File: src/rtl/wb_stage.sv
// Writeback stage: MEM/WB pipeline register, register-bank write port,
// per-register pending-write scoreboard and same-cycle bypass for decode.
module wb_stage #(
   parameter int DEPTH_BITS = 2
) (
   input  logic        clock,
   input  logic        reset_n,
   input  logic        stall,
   input  logic        flush,
   input  logic        mem_valid,
   input  logic        mem_reg_write,
   input  logic        mem_mem_to_reg,
   input  logic [4:0]  mem_write_id,
   input  logic [31:0] mem_alu_result,
   input  logic [31:0] mem_read_data,
   input  logic        issue_valid,
   input  logic [4:0]  issue_id,
   input  logic [4:0]  rs_id,
   input  logic [4:0]  rt_id,
   output logic        wb_reg_write,
   output logic [4:0]  wb_write_id,
   output logic [31:0] wb_write_value,
   output logic        rs_busy,
   output logic        rt_busy,
   output logic        rs_fwd_valid,
   output logic [31:0] rs_fwd_value,
   output logic        rt_fwd_valid,
   output logic [31:0] rt_fwd_value,
   output logic        sb_error
);

   localparam logic [DEPTH_BITS-1:0] C_CNT_MAX  = {DEPTH_BITS{1'b1}};
   localparam logic [DEPTH_BITS-1:0] C_CNT_ZERO = {DEPTH_BITS{1'b0}};
   localparam logic [DEPTH_BITS-1:0] C_CNT_ONE  = {{(DEPTH_BITS-1){1'b0}}, 1'b1};

   // MEM/WB pipeline register
   logic        r_valid;
   logic        r_reg_write;
   logic [4:0]  r_id;
   logic [31:0] r_value;
   // high only in the first cycle an entry is presented, so a held entry retires once
   logic        r_fresh;

   // scoreboard state; entry 0 is never written and stays at zero
   logic [DEPTH_BITS-1:0] r_count [32];
   logic                  r_sb_error;

   logic        w_write_en;
   logic        w_retire;
   logic [31:0] w_inc_vec;
   logic [31:0] w_dec_vec;
   logic [DEPTH_BITS-1:0] w_rs_cnt;
   logic [DEPTH_BITS-1:0] w_rt_cnt;
   logic        w_rs_hit;
   logic        w_rt_hit;

   // Capture, hold or invalidate the MEM/WB entry
   always_ff @(posedge clock or negedge reset_n) begin
      if (!reset_n) begin
         r_valid     <= 1'b0;
         r_reg_write <= 1'b0;
         r_id        <= 5'd0;
         r_value     <= 32'd0;
         r_fresh     <= 1'b0;
      end else if (flush) begin
         r_valid <= 1'b0;
         r_fresh <= 1'b0;
      end else if (stall) begin
         r_fresh <= 1'b0;
      end else begin
         r_valid     <= mem_valid;
         r_reg_write <= mem_reg_write;
         r_id        <= mem_write_id;
         r_value     <= mem_mem_to_reg ? mem_read_data : mem_alu_result;
         r_fresh     <= 1'b1;
      end
   end

   // Write port and retire qualification, all from latched state
   always_comb begin
      w_write_en = r_valid & r_reg_write & (r_id != 5'd0);
      w_retire   = w_write_en & r_fresh;
   end

   // One-hot increment/decrement requests for the scoreboard
   always_comb begin
      w_inc_vec = 32'd0;
      w_dec_vec = 32'd0;
      if (issue_valid && (issue_id != 5'd0)) begin
         w_inc_vec[issue_id] = 1'b1;
      end else begin
         w_inc_vec = 32'd0;
      end
      if (w_retire) begin
         w_dec_vec[r_id] = 1'b1;
      end else begin
         w_dec_vec = 32'd0;
      end
   end

   // Pending-write counters with saturation and sticky error flag
   always_ff @(posedge clock or negedge reset_n) begin
      if (!reset_n) begin
         for (int i = 0; i < 32; i++) begin
            r_count[i] <= C_CNT_ZERO;
         end
         r_sb_error <= 1'b0;
      end else begin
         for (int i = 1; i < 32; i++) begin
            if (w_inc_vec[i] && !w_dec_vec[i]) begin
               if (r_count[i] == C_CNT_MAX) begin
                  r_sb_error <= 1'b1;
               end else begin
                  r_count[i] <= r_count[i] + C_CNT_ONE;
               end
            end else if (w_dec_vec[i] && !w_inc_vec[i]) begin
               if (r_count[i] == C_CNT_ZERO) begin
                  r_sb_error <= 1'b1;
               end else begin
                  r_count[i] <= r_count[i] - C_CNT_ONE;
               end
            end else begin
               r_count[i] <= r_count[i];
            end
         end
      end
   end

   // Decode-side busy and bypass for the rs/rt queries
   always_comb begin
      w_rs_cnt = r_count[rs_id];
      w_rt_cnt = r_count[rt_id];
      w_rs_hit = w_retire && (r_id == rs_id) && (rs_id != 5'd0);
      w_rt_hit = w_retire && (r_id == rt_id) && (rt_id != 5'd0);
      rs_busy  = (rs_id != 5'd0) &&
                 ((w_rs_cnt > C_CNT_ONE) || ((w_rs_cnt == C_CNT_ONE) && !w_rs_hit));
      rt_busy  = (rt_id != 5'd0) &&
                 ((w_rt_cnt > C_CNT_ONE) || ((w_rt_cnt == C_CNT_ONE) && !w_rt_hit));
      rs_fwd_valid = w_rs_hit;
      rt_fwd_valid = w_rt_hit;
      if (w_rs_hit) begin
         rs_fwd_value = r_value;
      end else begin
         rs_fwd_value = 32'd0;
      end
      if (w_rt_hit) begin
         rt_fwd_value = r_value;
      end else begin
         rt_fwd_value = 32'd0;
      end
   end

   assign wb_reg_write   = w_write_en;
   assign wb_write_id    = r_id;
   assign wb_write_value = r_value;
   assign sb_error       = r_sb_error;

endmodule
File: config.mk
export PLATFORM = sky130hd
export DESIGN_NAME = wb_stage
export DESIGN_NICKNAME = d
export VERILOG_FILES = /design/src/rtl/wb_stage.sv
export SDC_FILE = /design/constraint.sdc
export NUM_CORES = 1
export LEC_CHECK = 0
export BUFFER_PORTS_ARGS = -buffer_cell sky130_fd_sc_hd__buf_2
export CELL_PAD_IN_SITES_DETAIL_PLACEMENT = 0
export CELL_PAD_IN_SITES_GLOBAL_PLACEMENT = 2
export CORE_ASPECT_RATIO = 0.6
export CORE_MARGIN = 10
export CORE_UTILIZATION = 33
export CTS_CLUSTER_DIAMETER = 150
export DETAILED_ROUTE_END_ITERATION = 16
export GPL_TIMING_DRIVEN = 0
export PLACE_DENSITY = 0.91
export SYNTH_ARGS = -nofsm -noshare
export SYNTH_HDL_FRONTEND = slang
export SYNTH_SLANG_ARGS = --single-unit
export TNS_END_PERCENT = 20
File: constraint.sdc
create_clock -name clock -period 3.1 [get_ports clock]
set_input_delay 0.62 -clock clock [delete_from_list [all_inputs] [get_ports clock]]
set_output_delay 0.62 -clock clock [all_outputs]
set_load 0.1 [all_outputs]
==> out/qor.csv, run 1 <==
metric,value,unit
overall routed net length,33780,µm
vias in the first global route,7822,
Total Power,3.913,mW
Clock Latency Late Sink,0.38,ns
period utilization,103.9,%
# setup viols final,5,
Syn Nets,1115,
Hold Path Class,primary input to asynchronous set/reset pin,
post-route minimum period,3.219,ns
H-tree levels,3,
RSZ-0062 raised after global routing,true,
Gate power share,31.1,%
Avg Inst Size Synth,8.770,µm²
Syn-to-layout area delta,35.84,%
Lkg Pwr,5.580,nW
slowest cell delay on critical path,0.56,ns
Final ANT Viol Nets,0,
area post-placement,0.009967,mm²
die height,143.8,µm
internal power,2.270,mW
CP Capture Type,primary output,
DP Worst Slack,-0.6632,ns
Die Width,226.3,µm
HPWL Detailed,25500,µm
detailed-route via count,8340,
maximum clock rate,0.3106,GHz
failing checks,setup timing,
CTS tree,done,
Pwr Density,341.8,mW/mm²
Final Util,45.39,%
share of layout cells above drive strength 1,30.73,%
Max Slew Vio Count,0,
"commonest non-fill, non-tap cells in the layout","160 x nand2_1, 125 x buf_2, 98 x dfrtp_1, 95 x o21ai_0, 62 x ha_1",
"delay-heaviest family, CP",multiplexers,
number of synthesized flops with an enable pin,0,
"commonest non-fill, non-tap cell in the layout",nand2_1,
nets,1340,
Iter 0 DRT Violations,789,
FF+latch area,0.002596,mm²
post-route setup slack,-0.1195,ns
Worst slew margin,32.28,%
Async SR Flop Fraction,100.0,%
CTS Buffer Depth,2,
post-synthesis sequential area ratio,30.58,%
Post-Syn Instances,961,
sequential share of power,39.3,%
First-pass DRT Iterations,5,
Synth cell types,53,
CTS Hold Bufs,0,
grt total ovfl,0,
"Top FF cell, synth",dfrtp_1,
filler cell count,2433,
slowest library cell on the worst path,mux4_2,
sw power,1.644,mW
Worst EP arrival,2.60,ns
CP required,2.48,ns
final clock skew,0.009305,ns
initial antenna violation count,1,
hold_ws,0.1355,ns
status,"complete, but fails checks",
post-route cell area,0.01145,mm²
Tightest Pin Transition,1.012,ns
Initial Util,33.41,%
crit path kind,primary input to primary output,
"Cell Chain, Critical Path",buf_4 -> buf_4 -> mux4_2 -> mux4_2 -> nor2b_4 -> o22a_1 -> buf_12,
die area,0.03254,mm²
via/cell ratio,5.483,
Bufs and invs on worst path,3,
clock sinks,103,
wire per inst,22.21,µm
Max Cap Viol,0,
"flops & latches, synth",103,
Sw Share,42.00,%
first-pass GRT wire length,49150,µm
Placeable Area,0.02522,mm²
Root Buffer,clkbuf_16,
Syn. warnings,2,
GRT Total Usage,20.07,%
Critical Path Start Type,primary input,
clock power share,29.5,%
area of the multi-input gates,0.005724,mm²
critical path peak fanout,10,
maximum VDD drop,0.2489,mV
Final Hold Vio Count,0,
I/O pins,199,
I/O Buffers,194,
Synth Cell Area,0.008428,mm²
pin count of the biggest net entering global routing,68,
row cnt,45,
"CTS clk-pin slew, worst paths",0.08,ns
DRC,0,
number of buffers created by CTS,9,
GPL Wtd Cong,0.9876,
==> synthesized netlist by cell type, drive strengths merged (3+ instances only) <==
| cell | instances | share of area [%] |
|---|---|---|
| nand3 | 14 | 0.83 |
| nor4 | 7 | 0.70 |
| dfrtp | 103 | 31 |
| nor2b | 34 | 2.6 |
| mux4 | 28 | 7.6 |
| nand2 | 160 | 7.1 |
| nor3 | 8 | 0.48 |
| nand2b | 3 | 0.22 |
| a221oi | 4 | 0.42 |
| buf | 15 | 1.0 |
| o21ai | 95 | 5.6 |
| a21boi | 12 | 1.1 |
| nor3b | 4 | 0.36 |
| nor4b | 29 | 3.0 |
| and3 | 8 | 0.59 |
| nand4 | 9 | 0.67 |
| maj3 | 3 | 0.36 |
| nor2 | 49 | 2.2 |
| o21bai | 17 | 1.5 |
| o31ai | 12 | 1.1 |
| inv | 52 | 2.3 |
| and2 | 67 | 5.0 |
| clkbuf | 23 | 1.0 |
| xnor2 | 9 | 0.94 |
| a21oi | 17 | 1.0 |
| and3b | 5 | 0.52 |
| nand3b | 3 | 0.27 |
| or2 | 4 | 0.30 |
| ha | 62 | 9.2 |
| mux2 | 9 | 1.2 |
| or3 | 3 | 0.28 |
| mux2i | 53 | 6.3 |
| a31oi | 20 | 1.5 |
==> flip-flops by register name, indices dropped and copies added (netlist names) <==
register	flops
r_fresh	1
r_reg_write	1
wb_write_value	32
wb_write_id	5
sb_error	1
r_count	62
r_valid	1
==> area by class of cell <==
class | instances | area share, %
Timing Repair Buffer | 219 | 17.51
Multi-Input combinational cell | 767 | 50.00
Clock buffer | 9 | 1.967
Inverter | 53 | 1.738
Clock inverter | 7 | 0.4809
Tap cell | 329 | 3.596
Sequential cell | 103 | 22.68
Antenna cell | 1 | 0.02186
Buffer | 33 | 2.011
==> worst reg2reg max path, stage by stage (launching register included) <==
cell and delay, ns:
dfrtp_4 0.50, or2_4 0.18, o2111ai_4 0.20, buf_6 0.18, nor2_2 0.51, nand2_1 0.17, ha_1 0.30, nor4b_1 0.66
nor4_1 0.15, nand4_1 0.15, nor4_2 0.07, nand2_1 0.06
==> per-layer routing <==
metal | vias to the layer above | share of wire (%) | global-route usage [%]
met5 | - | 0 | 0
met4 | 0 | 1.5 | 4.359
met3 | 40 | 12 | 8.771
met2 | 354 | 42 | 26.91
met1 | 4089 | 45 | 28.58
li1 | 3857 | - | -
==> repair_timing <==
action | CTS | global route
resized for setup | 184 | 118
setup buffers | 15 | 7
cloned | 2 | 0
pin swaps | 5 | 7
endpoints found under the setup margin | 70 | 68
==> logic make-up after synthesis <==
family | share of synthesized area [%]
muxes | 15.07
xor gates and xnor gates | 0.9353
adders and majority gates | 9.561
AOI/OAI and AO/OA | 13.79
DFF | 30.58
buffers and inverters | 4.424
and+or+nand+nor | 25.64
==> power groups by stage <==
stage | Sequential [mW] | Clock [mW] | Combinational, mW
after CTS | 1.53 | 1.20 | 1.19
final | 1.54 | 1.16 | 1.22
after detailed placement | 1.54 | 0 | 1.17
after floorplan | 2.05 | 0 | 0.332
after global routing | 1.55 | 1.25 | 1.27
after global placement | 1.54 | 0 | 1.16
==> metrics by stage <==
stage          TNS (ns)  instances
2_1_floorplan    -1.752        961
3_3_place_gp     -34.52       1484
3_5_place_dp     -26.81       1486
4_1_cts          -1.600       1514
5_1_grt          -4.580       1521
6_report        -0.2716       1521
==> path summary, 6_finish.rpt <==
check / from / to / slack, ns / cells past startpoint
worst min register to register: wb_write_value[31]$_DFFE_PN0P_ / wb_write_value[31]$_DFFE_PN0P_ / 0.53 / 2
worst min-delay path: reset_n / wb_write_value[13]$_DFFE_PN0P_ / 0.14 / 1
max in group asynchronous: reset_n / r_count[4]$_DFFE_PN0P_ / 2.27 / 2
worst max-delay path: rt_id[0] / rt_busy / -0.12 / 7
min in group clock: flush / r_valid$_DFFE_PN0P_ / 0.40 / 2
worst max register to register: wb_write_id[1]$_DFFE_PN0P_ / sb_error$_DFF_PN0_ / -0.08 / 11
Power figures use the tool's default switching activity.
==> run 2: changes to the inputs <==
CORE_UTILIZATION = 29   (was 33)
GPL_TIMING_DRIVEN = unset   (was 0)
PLACE_DENSITY = 0.86   (was 0.91)
TNS_END_PERCENT = 30   (was 20)
clock period = 2.79 ns   (was 3.1 ns; I/O delays follow)
==> run 2 against run 1 <==
  * The run still ends with setup timing left
  * Sequential share of layout area decreased by 2.3 points
  * Critical path depth is 7 higher
  * Register-to-register slack worse by 0.16 ns
  * Sequential power up 9.7%
  * Worst setup slack got worse by 0.12 ns
  * Combinational power up 17%
  * Total power up 13%
  * Hold slack worse by 0.021 ns
  * Final area grew 11%
  * Utilization decreased by 0.97 points
  * Critical path type is now register to register
  * Largest cell class unchanged
==> out/qor.csv, run 2 (synthesis results as in run 1) <==
metric,value,unit,change
maximum clock rate,0.3296,GHz,
CTS Hold Bufs,0,,unchanged
status,"complete, but fails checks",,unchanged
Max Slew Vio Count,0,,unchanged
via/cell ratio,5.046,,was 5.483
GRT Total Usage,18.92,%,was 20.07%
CTS Buffer Depth,2,,unchanged
DRC,0,,unchanged
initial antenna violation count,4,,was 1
Die Width,240.1,µm,was 226.3 µm
"commonest non-fill, non-tap cells in the layout","160 x nand2_1, 147 x buf_4, 128 x buf_2, 98 x dfrtp_1, 95 x o21ai_0",,"was 160 x nand2_1, 125 x buf_2, 98 x dfrtp_1, 95 x o21ai_0, 62 x ha_1"
Final Util,44.42,%,was 45.39%
Lkg Pwr,6.300,nW,was 5.580 nW
Clock Latency Late Sink,0.38,ns,about the same
post-route cell area,0.01275,mm²,was 0.01145 mm²
Syn-to-layout area delta,51.29,%,was 35.84%
CP Capture Type,register,,was primary output
first-pass GRT wire length,52510,µm,was 49150 µm
RSZ-0062 raised after global routing,true,,unchanged
Worst slew margin,27.20,%,was 32.28%
share of layout cells above drive strength 1,39.12,%,was 30.73%
critical path peak fanout,4,,was 10
die area,0.03650,mm²,was 0.03254 mm²
die height,152.1,µm,was 143.8 µm
Initial Util,29.36,%,was 33.41%
"commonest non-fill, non-tap cell in the layout",nand2_1,,unchanged
DP Worst Slack,-0.2735,ns,was -0.6632 ns
Max Cap Viol,0,,unchanged
CTS tree,done,,unchanged
Hold Path Class,primary input to asynchronous set/reset pin,,unchanged
I/O Buffers,198,,was 194
nets,1450,,was 1340
"CTS clk-pin slew, worst paths",0.08,ns,about the same
# setup viols final,56,,was 5
area post-placement,0.01213,mm²,was 0.009967 mm²
maximum VDD drop,0.2228,mV,was 0.2489 mV
vias in the first global route,8398,,was 7822
Iter 0 DRT Violations,830,,was 789
Placeable Area,0.02871,mm²,was 0.02522 mm²
pin count of the biggest net entering global routing,71,,was 68
Tightest Pin Transition,1.092,ns,was 1.012 ns
failing checks,setup timing,,unchanged
filler cell count,2736,,was 2433
clock sinks,103,,unchanged
Final Hold Vio Count,0,,unchanged
First-pass DRT Iterations,5,,unchanged
grt total ovfl,0,,unchanged
Critical Path Start Type,register,,was primary input
Largest register FFs,62,,unchanged
post-route minimum period,3.034,ns,
wire per inst,20.85,µm,was 22.21 µm
overall routed net length,35030,µm,was 33780 µm
Pwr Density,348.1,mW/mm²,was 341.8 mW/mm²
final clock skew,0.008132,ns,was 0.009305 ns
period utilization,108.7,%,
CP required,3.11,ns,was 2.48 ns
post-route setup slack,-0.2440,ns,was -0.1195 ns
H-tree levels,3,,unchanged
Final ANT Viol Nets,0,,unchanged
detailed-route via count,8478,,was 8340
Root Buffer,clkbuf_16,,unchanged
I/O pins,199,,unchanged
crit path kind,register to register,,was primary input to primary output
Worst EP arrival,3.36,ns,was 2.60 ns
HPWL Detailed,28320,µm,was 25500 µm
row cnt,48,,was 45
largest reg by FF count,r_count,,unchanged
number of buffers created by CTS,9,,unchanged
GPL Wtd Cong,0.9829,,was 0.9876
R2R setup slack,-0.24,ns,was -0.08 ns
run 2: critical path, cell delays in order (launching register included):
cell     delay (ns)
dfrtp_4        0.44
or3_4          0.14
buf_4          0.11
o211a_4        0.19
nand3_4        0.07
buf_4          0.14
nor2_4         0.24
buf_4          0.17
nand2_1        0.05
ha_1           0.21
nor4b_1        0.85
nor4_1         0.10
nand2_1        0.15
nor4_2         0.06
nand2_1        0.05
run 2: power by group:
group	leakage [nW]	total [mW]	switching [mW]	internal, mW
registers	1.37	1.69	0.0991	1.59
logic	4.79	1.43	1.06	0.371
clock network	0.140	1.32	0.693	0.628
total	6.30	4.44	1.85	2.59
run 2: timing repair:
action | 4_1_cts | 5_1_grt
cloned | 2 | 0
pin swaps | 3 | 12
setup endpoints to repair | 69 | 69
resized for setup | 38 | 26
setup buffers | 3 | 2
run 2: final cells by class:
class	count	area, µm²	area share, %
multi-input combinational	767	5747	45.07
sequential	103	2596	20.36
clock inverter	7	65.06	0.5103
inverter	53	198.9	1.560
antenna	4	10.01	0.07850
clock buffer	9	225.2	1.766
tap	375	469.2	3.680
timing repair buffer	362	3440	26.97
run 2: worst paths after layout:
| path | to | from | depth (start not counted) |
|---|---|---|---|
| min in group clock | r_valid$_DFFE_PN0P_ | flush | 2 |
| worst min register to register | wb_write_value[11]$_DFFE_PN0P_ | wb_write_value[11]$_DFFE_PN0P_ | 2 |
| worst max register to register | sb_error$_DFF_PN0_ | wb_write_id[2]$_DFFE_PN0P_ | 14 |
| max in group asynchronous | wb_write_id[1]$_DFFE_PN0P_ | reset_n | 2 |
| worst min-delay path | wb_write_value[26]$_DFFE_PN0P_ | reset_n | 1 |
| worst max-delay path | sb_error$_DFF_PN0_ | wb_write_id[2]$_DFFE_PN0P_ | 14 |
run 2: per-stage QoR:
step                      instances  power (mW)  hold WS (ns)  TNS [ns]
after floorplan                 961       2.665        0.2624    -7.412
after global placement         1654       3.094        0.4949    -5.036
after detailed placement       1654       3.107        0.5100    -4.925
after CTS                      1674       4.470        0.1167    -8.999
after global routing           1680       4.632        0.1356    -13.56
final                          1680       4.439        0.1145    -8.648
run 2: routing by layer:
layer  vias to the layer above  wire length, µm  global-route usage [%]
li1                       4082                -                       -
met1                      4041            15690                   25.70
met2                       330            14770                   27.11
met4                         0              448                   4.562
met5                         -                0                       0
met3                        25             4119                   7.876
